==> src/rtl/arbitro_memoria_dados.sv <==
// Two-port arbiter and access sequencer for the single-port 32-word data memory.
// Define ARB_ROUND_ROBIN_EN for round-robin tie breaking; otherwise port 0 has fixed priority.
module arbitro_memoria_dados #(
    parameter int DATA_W = 32,
    parameter int ADDR_W = 32
) (
    input  logic              clk,
    input  logic              rst_n,
    input  logic              req0,
    input  logic              req1,
    input  logic              we0,
    input  logic              we1,
    input  logic [ADDR_W-1:0] addr0,
    input  logic [ADDR_W-1:0] addr1,
    input  logic [DATA_W-1:0] wdata0,
    input  logic [DATA_W-1:0] wdata1,
    output logic              ack0,
    output logic              ack1,
    output logic [DATA_W-1:0] rdata0,
    output logic [DATA_W-1:0] rdata1,
    output logic              busy,
    output logic              ReadMem,
    output logic              WriteMem,
    output logic [ADDR_W-1:0] mem_addr,
    output logic [DATA_W-1:0] mem_wdata,
    input  logic [DATA_W-1:0] mem_rdata
);

    typedef enum logic [1:0] {
        IDLE,
        ISSUE,
        RESP
    } state_t;

    state_t              state_q, state_d;
    logic                grant_q, grant_d;
    logic                we_q, we_d;
    logic                read_q, read_d;
    logic                write_q, write_d;
    logic [1:0]          ack_q, ack_d;
    logic [ADDR_W-1:0]   addr_q, addr_d;
    logic [DATA_W-1:0]   wdata_q, wdata_d;
    logic                winner;
    logic                weSel;

`ifdef ARB_ROUND_ROBIN_EN
    logic                ptr_q, ptr_d;

    // A tie goes to the port that did not win last; a lone request simply wins.
    always_comb begin
        winner = 1'b0;
        if (req0 && req1) begin
            winner = ~ptr_q;
        end else begin
            winner = req1;
        end
    end
`else
    always_comb begin
        winner = 1'b0;
        if (!req0) begin
            winner = req1;
        end
    end
`endif

    always_ff @(posedge clk or negedge rst_n) begin
        if (!rst_n) begin
            state_q <= IDLE;
            grant_q <= 1'b0;
            we_q    <= 1'b0;
            read_q  <= 1'b0;
            write_q <= 1'b0;
            ack_q   <= 2'b00;
            addr_q  <= '0;
            wdata_q <= '0;
`ifdef ARB_ROUND_ROBIN_EN
            ptr_q   <= 1'b1;
`endif
        end else begin
            state_q <= state_d;
            grant_q <= grant_d;
            we_q    <= we_d;
            read_q  <= read_d;
            write_q <= write_d;
            ack_q   <= ack_d;
            addr_q  <= addr_d;
            wdata_q <= wdata_d;
`ifdef ARB_ROUND_ROBIN_EN
            ptr_q   <= ptr_d;
`endif
        end
    end

    // Strobes and acks are single-cycle, so they default low every cycle.
    always_comb begin
        state_d = state_q;
        grant_d = grant_q;
        we_d    = we_q;
        addr_d  = addr_q;
        wdata_d = wdata_q;
        read_d  = 1'b0;
        write_d = 1'b0;
        ack_d   = 2'b00;
        weSel   = winner ? we1 : we0;
`ifdef ARB_ROUND_ROBIN_EN
        ptr_d   = ptr_q;
`endif
        case (state_q)
            IDLE: begin
                if (req0 || req1) begin
                    grant_d = winner;
                    we_d    = weSel;
                    addr_d  = winner ? addr1 : addr0;
                    wdata_d = winner ? wdata1 : wdata0;
                    read_d  = !weSel;
                    write_d = weSel;
                    state_d = ISSUE;
`ifdef ARB_ROUND_ROBIN_EN
                    ptr_d   = winner;
`endif
                end
            end
            ISSUE: begin
                ack_d[grant_q] = 1'b1;
                state_d        = RESP;
            end
            RESP: begin
                state_d = IDLE;
            end
            default: begin
                state_d = IDLE;
            end
        endcase
    end

    assign ack0      = ack_q[0];
    assign ack1      = ack_q[1];
    assign rdata0    = (ack_q[0] && !we_q) ? mem_rdata : '0;
    assign rdata1    = (ack_q[1] && !we_q) ? mem_rdata : '0;
    assign busy      = (state_q != IDLE);
    assign ReadMem   = read_q;
    assign WriteMem  = write_q;
    assign mem_addr  = addr_q;
    assign mem_wdata = wdata_q;

endmodule

==> config.mk <==
export PLATFORM = sky130hd
export DESIGN_NAME = arbitro_memoria_dados
export DESIGN_NICKNAME = d
export VERILOG_FILES = /design/src/rtl/arbitro_memoria_dados.sv
export SDC_FILE = /design/constraint.sdc
export NUM_CORES = 1
export LEC_CHECK = 0
export ABC_AREA = 0
export CORE_UTILIZATION = 25
export DETAILED_ROUTE_END_ITERATION = 7
export PLACE_DENSITY_LB_ADDON = 0.2
export SYNTH_ARGS = -nofsm -noshare
export SYNTH_HDL_FRONTEND = slang
export SYNTH_SLANG_ARGS = --single-unit
==> constraint.sdc <==
create_clock -name clk -period 2.1 [get_ports clk]
set_input_delay 0.21 -clock clk [delete_from_list [all_inputs] [get_ports clk]]
set_output_delay 0.21 -clock clk [all_outputs]
set_load 0.005 [all_outputs]
==> results of run 1 <==
flip-flops by register name, summed over array words and instances, names as in the netlist:
| register | cells |
|---|---|
| mem_addr | 32 |
| mem_wdata | 32 |
| WriteMem | 1 |
| grant_q | 1 |
| ack_q | 2 |
| we_q | 1 |
| state_q | 2 |
| ReadMem | 1 |
power by group through the flow:
stage          sequential [mW]  combinational, mW  clock [mW]
4_1_cts                   2.47               4.05        1.68
2_1_floorplan             2.50               1.58           0
5_1_grt                   2.56               4.27        1.75
3_5_place_dp              2.48               4.03           0
6_report                  2.46               3.97        1.62
3_3_place_gp              2.44               3.99           0
critical path, cell delays in order (launching register included):
cell and delay, ns:
dfrtp_1 0.39, nor2b_1 0.11, buf_4 0.25, and2_1 0.19
clkdlybuf4s50_1 0.50
kinds of logic after synthesis:
kind of cell,Yosys count
simple gates,73
compound gates,3
buf+inv,22
flops,72
mux,130
cells in the final DEF, fill, tap and decap left out, types with 2 or more instances in the layout:
| cell type | count |
|---|---|
| and2_1 | 66 |
| clkbuf_8 | 4 |
| mux2i_1 | 2 |
| mux2_4 | 49 |
| clkdlybuf4s50_1 | 297 |
| dfrtp_1 | 72 |
| inv_1 | 2 |
| mux2_2 | 79 |
| a21oi_1 | 2 |
| buf_12 | 4 |
| buf_4 | 7 |
| clkbuf_16 | 9 |
| nor2b_1 | 5 |
stage by stage:
| step | power, mW | instance area [um^2] | util (%) | instances | hold slack, ns |
|---|---|---|---|---|---|
| floorplan | 4.08 | 4080 | - | 300 | -0.0856 |
| global placement | 6.43 | 7320 | 46.1 | 805 | 0.193 |
| detailed placement | 6.51 | 7320 | 46.1 | 805 | 0.193 |
| CTS | 8.20 | 7650 | 48.1 | 822 | 0.367 |
| global route | 8.58 | 7650 | 48.2 | 822 | 0.405 |
| finish | 8.05 | 7650 | 48.2 | 822 | 0.370 |
repair_timing:
| item | CTS | global route |
|---|---|---|
| setup buffers | 0 | 0 |
| setup endpoints to repair | 0 | 9 |
| endpoints found under the hold margin | 29 | 0 |
| resized for setup | 0 | 1 |
| hold buffers | 1 | 0 |
per-layer routing:
metal | part of all wire [%] | up-vias
met4 | 1.4 | 0
met3 | 12 | 11
met1 | 33 | 1636
li1 | - | 1635
met2 | 54 | 188
met5 | 0 | -
worst max-delay path by stage:
stage                      startpoint                         to  slack, ns  cells after the start
6_report             we_q$_DFFE_PN0P_                 rdata1[24]       0.11                      4
5_1_grt              we_q$_DFFE_PN0P_                  rdata0[1]     0.0003                      4
4_1_cts              we_q$_DFFE_PN0P_                  rdata0[1]       0.04                      4
3_5_place_dp                     req0    mem_addr[8]$_DFFE_PN0P_       0.23                      5
3_3_place_gp                     req0    mem_addr[6]$_DFFE_PN0P_       0.25                      5
2_1_floorplan  state_q[0]$_DFFE_PN0P_  mem_wdata[17]$_DFFE_PN0P_       0.60                      5
area by class of cell:
type / count / area (um^2)
inverter: 2 / 7.51
tap: 216 / 270
timing repair buffer: 310 / 3130
multi-input combinational: 206 / 2130
clock inverter: 2 / 35.0
clock buffer: 14 / 284
fill: 1446 / 8230
sequential: 72 / 1800
==> results.cfg, run 1 <==
[synthesis]
syn_inst = 300
syn_nets = 466
synth_edf_count = 0
synth-seq-area-share_pct = 44.2
synth_area_um2 = 4080
ys_warn_count = 0
synth_most_common_cell = mux2_2
muxShareOfSynthArea_pct = 40.3
synthDistinctLibCells = 15
synth_top_family_by_area = multiplexers
synth_top_area_share_pct = 44.2
synth_xor_area_share_pct = 0
synthSimpleGateAreaFrac_pct = 11.3
synth-compound-area-share_pct = 0.429
ys_seq_elements = 72
avgSynthCellArea_um2 = 13.6
synth-adder-area-share_pct = 0
yosys.area.top_type = dfrtp_1
synth_ff_type = dfrtp_1
synth_common_cells = mux2_2 (79), dfrtp_1 (72), and2_1 (66)
synthTopCellsByArea = dfrtp_1 (44%), mux2_2 (22%), mux2_4 (18%)
async_reset_ff_share_pct = 100

[grt]
met3_usage_pct = 6.72
grt_use_met1_pct = 14.0
grt_pass1_vias = 3731
grt_antenna_before_repair = 0
grt_overflow = 0
gr-usage-met2_pct = 29.0
grt_usage_pct = 15.1
busiest_layer = met2
grt_first_pass_wirelength_um = 19200
grt_max_degree = 53

[clock_network]
clock_latency_ns = 0.33
cts_tree = built
cts-root-buf = clkbuf_16
cts_sinks = 72
cts_buffers = 9
htreeDepth = 3
clk_pin_slew_worst_paths_ns = 0.05
clockBufferDepth = 2

[final_layout]
area_growth_pct = 87.6
drive_gt1_share_pct = 25.9
final_net_count = 767
antenna_cells = 0

[pwr]
p_leak_nw = 3.21
power_density_nw_per_um2 = 1050
irDropWorstVdd_mv = 0.644
p_int_mw = 5.86
p_clk_share_pct = 20.2
p_sw_mw = 2.18
combPwrFrac_pct = 49.3
power_frac_seq_pct = 30.5
swShare_pct = 27.1

[timing]
fin_crit_ns = 1.99
relSlewSlack_pct = 70.8
rsz0062_at_grt = no
worst_slew_pin_slew_ns = 0.438
timing.final.ws_setup_ns = 0.113
min_period_over_period_pct = 94.6
hold_viol_final = 0
fin_worst_skew_ns = 0.00380
finalSetupTns_ns = 0
finalSetupViolCount = 0
max_freq_mhz = 503
maxSlewViolCount = 0

[floorplanning]
num_rows = 46
core_area_um2 = 15900
die_y_um = 130
io_pins = 299
die-area_um2 = 16800
start_util_pct = 25.7
die_w_um = 130

[setup_path]
worstRegToRegCells = 4
crit_type = reg -> out
worstPathRequired_ns = 1.89
r2r-start = state_q[0]$_DFFE_PN0P_
timing.rr.end = mem_addr[8]$_DFFE_PN0P_
r2r_setup_slack_ns = 0.59
cp_max_fo = 32
start_kind = flop
arrival_ns = 1.78
cp-end-kind = output port

[place]
numPortBuffers = 298
preCtsSetupSlack_ns = 0.225
dp_hpwl_um = 10200
place_congestion = 0.718

[routing]
drt.antenna.violating_nets = 0
wl_per_cell_um = 15.4
drc = 0
wl_um = 12700
drt-vias-per-instance = 4.22
drt_iter0_drc = 32
vias = 3470
drtPass1Iterations = 4

[run_status]
outcome = complete, no violations

[flow_run]
drv_cap = 0

[hold_path]
hp-class = in -> async
Note: power is estimated with default switching activity, not from simulation.
==> run 2: changes to the inputs <==
==> constraint.sdc (replaced) <==
create_clock -name clk -period 1.6 [get_ports clk]
set_input_delay 0.16 -clock clk [delete_from_list [all_inputs] [get_ports clk]]
set_output_delay 0.16 -clock clk [all_outputs]
set_load 0.005 [all_outputs]
==> run 2 against run 1 <==
Die area is the same. The flow now finishes with violations (setup timing). Sequential cell count is the same. Design area grew 4.9%. Via count grew 3.8%. Highest routed layer unchanged. Hold slack lost 0.072 ns. Critical endpoint is now rdata0[1].
==> results.cfg, run 2 (synthesis results as in run 1) <==
[grt]
grt_usage_pct = 16.1
grt_first_pass_wirelength_um = 20300
grt_overflow = 0
grt_antenna_before_repair = 0
grt_max_degree = 48
grt_pass1_vias = 3746

[final_layout]
area_growth_pct = 96.8
final_cell_mix = clkdlybuf4s50_1 (232), mux2_2 (79), dfrtp_1 (71), buf_6 (65), mux2_4 (49)
final_net_count = 793
antenna_cells = 0
n_fill_cell = 1402
final_common_cell = clkdlybuf4s50_1
stdcell_area_um2 = 8030
drive_gt1_share_pct = 46.5

[setup_path]
cp-end-kind = output port
cpMostUsedCell = buf_6
arrival_ns = 1.54
critical_path.cell_chain = nor2b_4 > buf_6 > buf_6 > buf_6 > and2_4 > buf_6
crit_slowest_cell = dfrtp_2
start_kind = flop
crit_type = reg -> out
cp_max_fo = 5
worstPathRequired_ns = 1.44
worst_path_largest_cell_delay_ns = 0.43

[routing]
drt.antenna.violating_nets = 0
drt_iter0_drc = 45
drtPass1Iterations = 4
vias = 3602
wl_um = 13700
drc = 0
wl_per_cell_um = 16.2
drt-vias-per-instance = 4.25

[pwr]
power_density_nw_per_um2 = 1370
p_leak_nw = 3.57
irDropWorstVdd_mv = 0.669
power_mw = 11.0

[floorplanning]
die_y_um = 130
io_pins = 299
die-area_um2 = 16800
start_util_pct = 25.7
die_w_um = 130
num_rows = 46
core_area_um2 = 15900

[place]
placed_cell_area_um2 = 7390
numPortBuffers = 298
preCtsSetupSlack_ns = -0.326
dp_hpwl_um = 10200
place_congestion = 0.714

[clock_network]
cts_sinks = 72
cts-root-buf = clkbuf_16
clock_latency_ns = 0.33
cts_tree = built
cts_buffers = 9
htreeDepth = 3
clk_pin_slew_worst_paths_ns = 0.06
clockBufferDepth = 2

[timing]
fin_worst_skew_ns = 0.00658
fin_crit_ns = 1.70
hold_viol_final = 0
timing.final.ws_setup_ns = -0.0992
relSlewSlack_pct = 75.7
maxSlewViolCount = 0
finalSetupViolCount = 31
min_period_over_period_pct = 106
max_freq_mhz = 589
worst_slew_pin_slew_ns = 0.364
rsz0062_at_grt = yes
whs_ns = 0.298

[hold_path]
hp-class = in -> async

[run_status]
outcome = finished, violations left
violations = setup timing

[flow_run]
drv_cap = 0
## run 2: cell type report
| class | count | area, um^2 | share of cell area, % |
|---|---|---|---|
| clock inverters | 2 | 12.5 | 0.156 |
| well taps | 216 | 270 | 3.37 |
| multi-input cells | 206 | 2250 | 28.1 |
| inverters | 2 | 7.51 | 0.0935 |
| clock buffers | 14 | 274 | 3.41 |
| flip-flops and latches | 72 | 1800 | 22.5 |
| repair buffers | 336 | 3410 | 42.4 |
## run 2: metal layers
metal  GRT usage, %  wire, um  vias up
li1               -         -     1691
met3           5.99      1360       10
met1           16.0      4670     1715
met4           4.65       132        0
met5              0         0        -
met2           30.8      7560      186
## run 2: metrics by stage
step | instances | utilization, % | TNS, ns
after global placement | 810 | 46.5 | -15.95
final | 848 | 50.5 | -1.14
after floorplan | 300 | - | 0
after detailed placement | 810 | 46.5 | -16.89
after global routing | 848 | 50.5 | -4.51
after CTS | 851 | 50.4 | -5.44
## run 2: worst paths after layout
check / start / end / slack [ns] / cells past startpoint
hold reg to reg: grant_q$_DFFE_PN0P_ / ack_q[0]$_DFF_PN0_ / 0.44 / 1
max in group asynchronous: rst_n / mem_addr[31]$_DFFE_PN0P_ / 0.69 / 3
hold / removal: rst_n / mem_wdata[17]$_DFFE_PN0P_ / 0.30 / 2
min in group clk: grant_q$_DFFE_PN0P_ / ack_q[0]$_DFF_PN0_ / 0.44 / 1
setup reg to reg: state_q[0]$_DFFE_PN0P_ / mem_addr[14]$_DFFE_PN0P_ / 0.15 / 4
setup / recovery: we_q$_DFFE_PN0P_ / rdata0[1] / -0.1 / 6
## run 2: critical path: cells and delay by family, from the launching register on
| family | cells | cell delay, ns |
|---|---|---|
| buffers and inverters | 4 | 0.41 |
| DFF | 1 | 0.43 |
| and+or+nand+nor | 2 | 0.37 |
## run 2: where the power goes
part | total [mW] | internal (mW) | switching (mW)
sequential | 3.22 | 2.76 | 0.466
clock | 1.92 | 1.18 | 0.742
combinational | 5.84 | 4.01 | 1.83
total | 11.0 | 7.94 | 3.04
## run 2: timing repair
action	CTS	global route
endpoints found under the setup margin	65	63
pin swaps	26	12
hold endpoints to repair	25	0
hold buffers	1	0
cloned	5	0
setup buffers	19	3
resized for setup	312	60
==> run 3: changes to the inputs <==
--- a/config.mk
+++ b/config.mk
@@ -7,6 +7,7 @@
 export LEC_CHECK = 0
 export ABC_AREA = 0
 export CORE_UTILIZATION = 25
+export CTS_CLUSTER_SIZE = 28
 export DETAILED_ROUTE_END_ITERATION = 7
 export PLACE_DENSITY_LB_ADDON = 0.2
 export SYNTH_ARGS = -nofsm -noshare
==> results of run 3 <==
No change in the layout: final DEF, timing and power equal those of run 2.
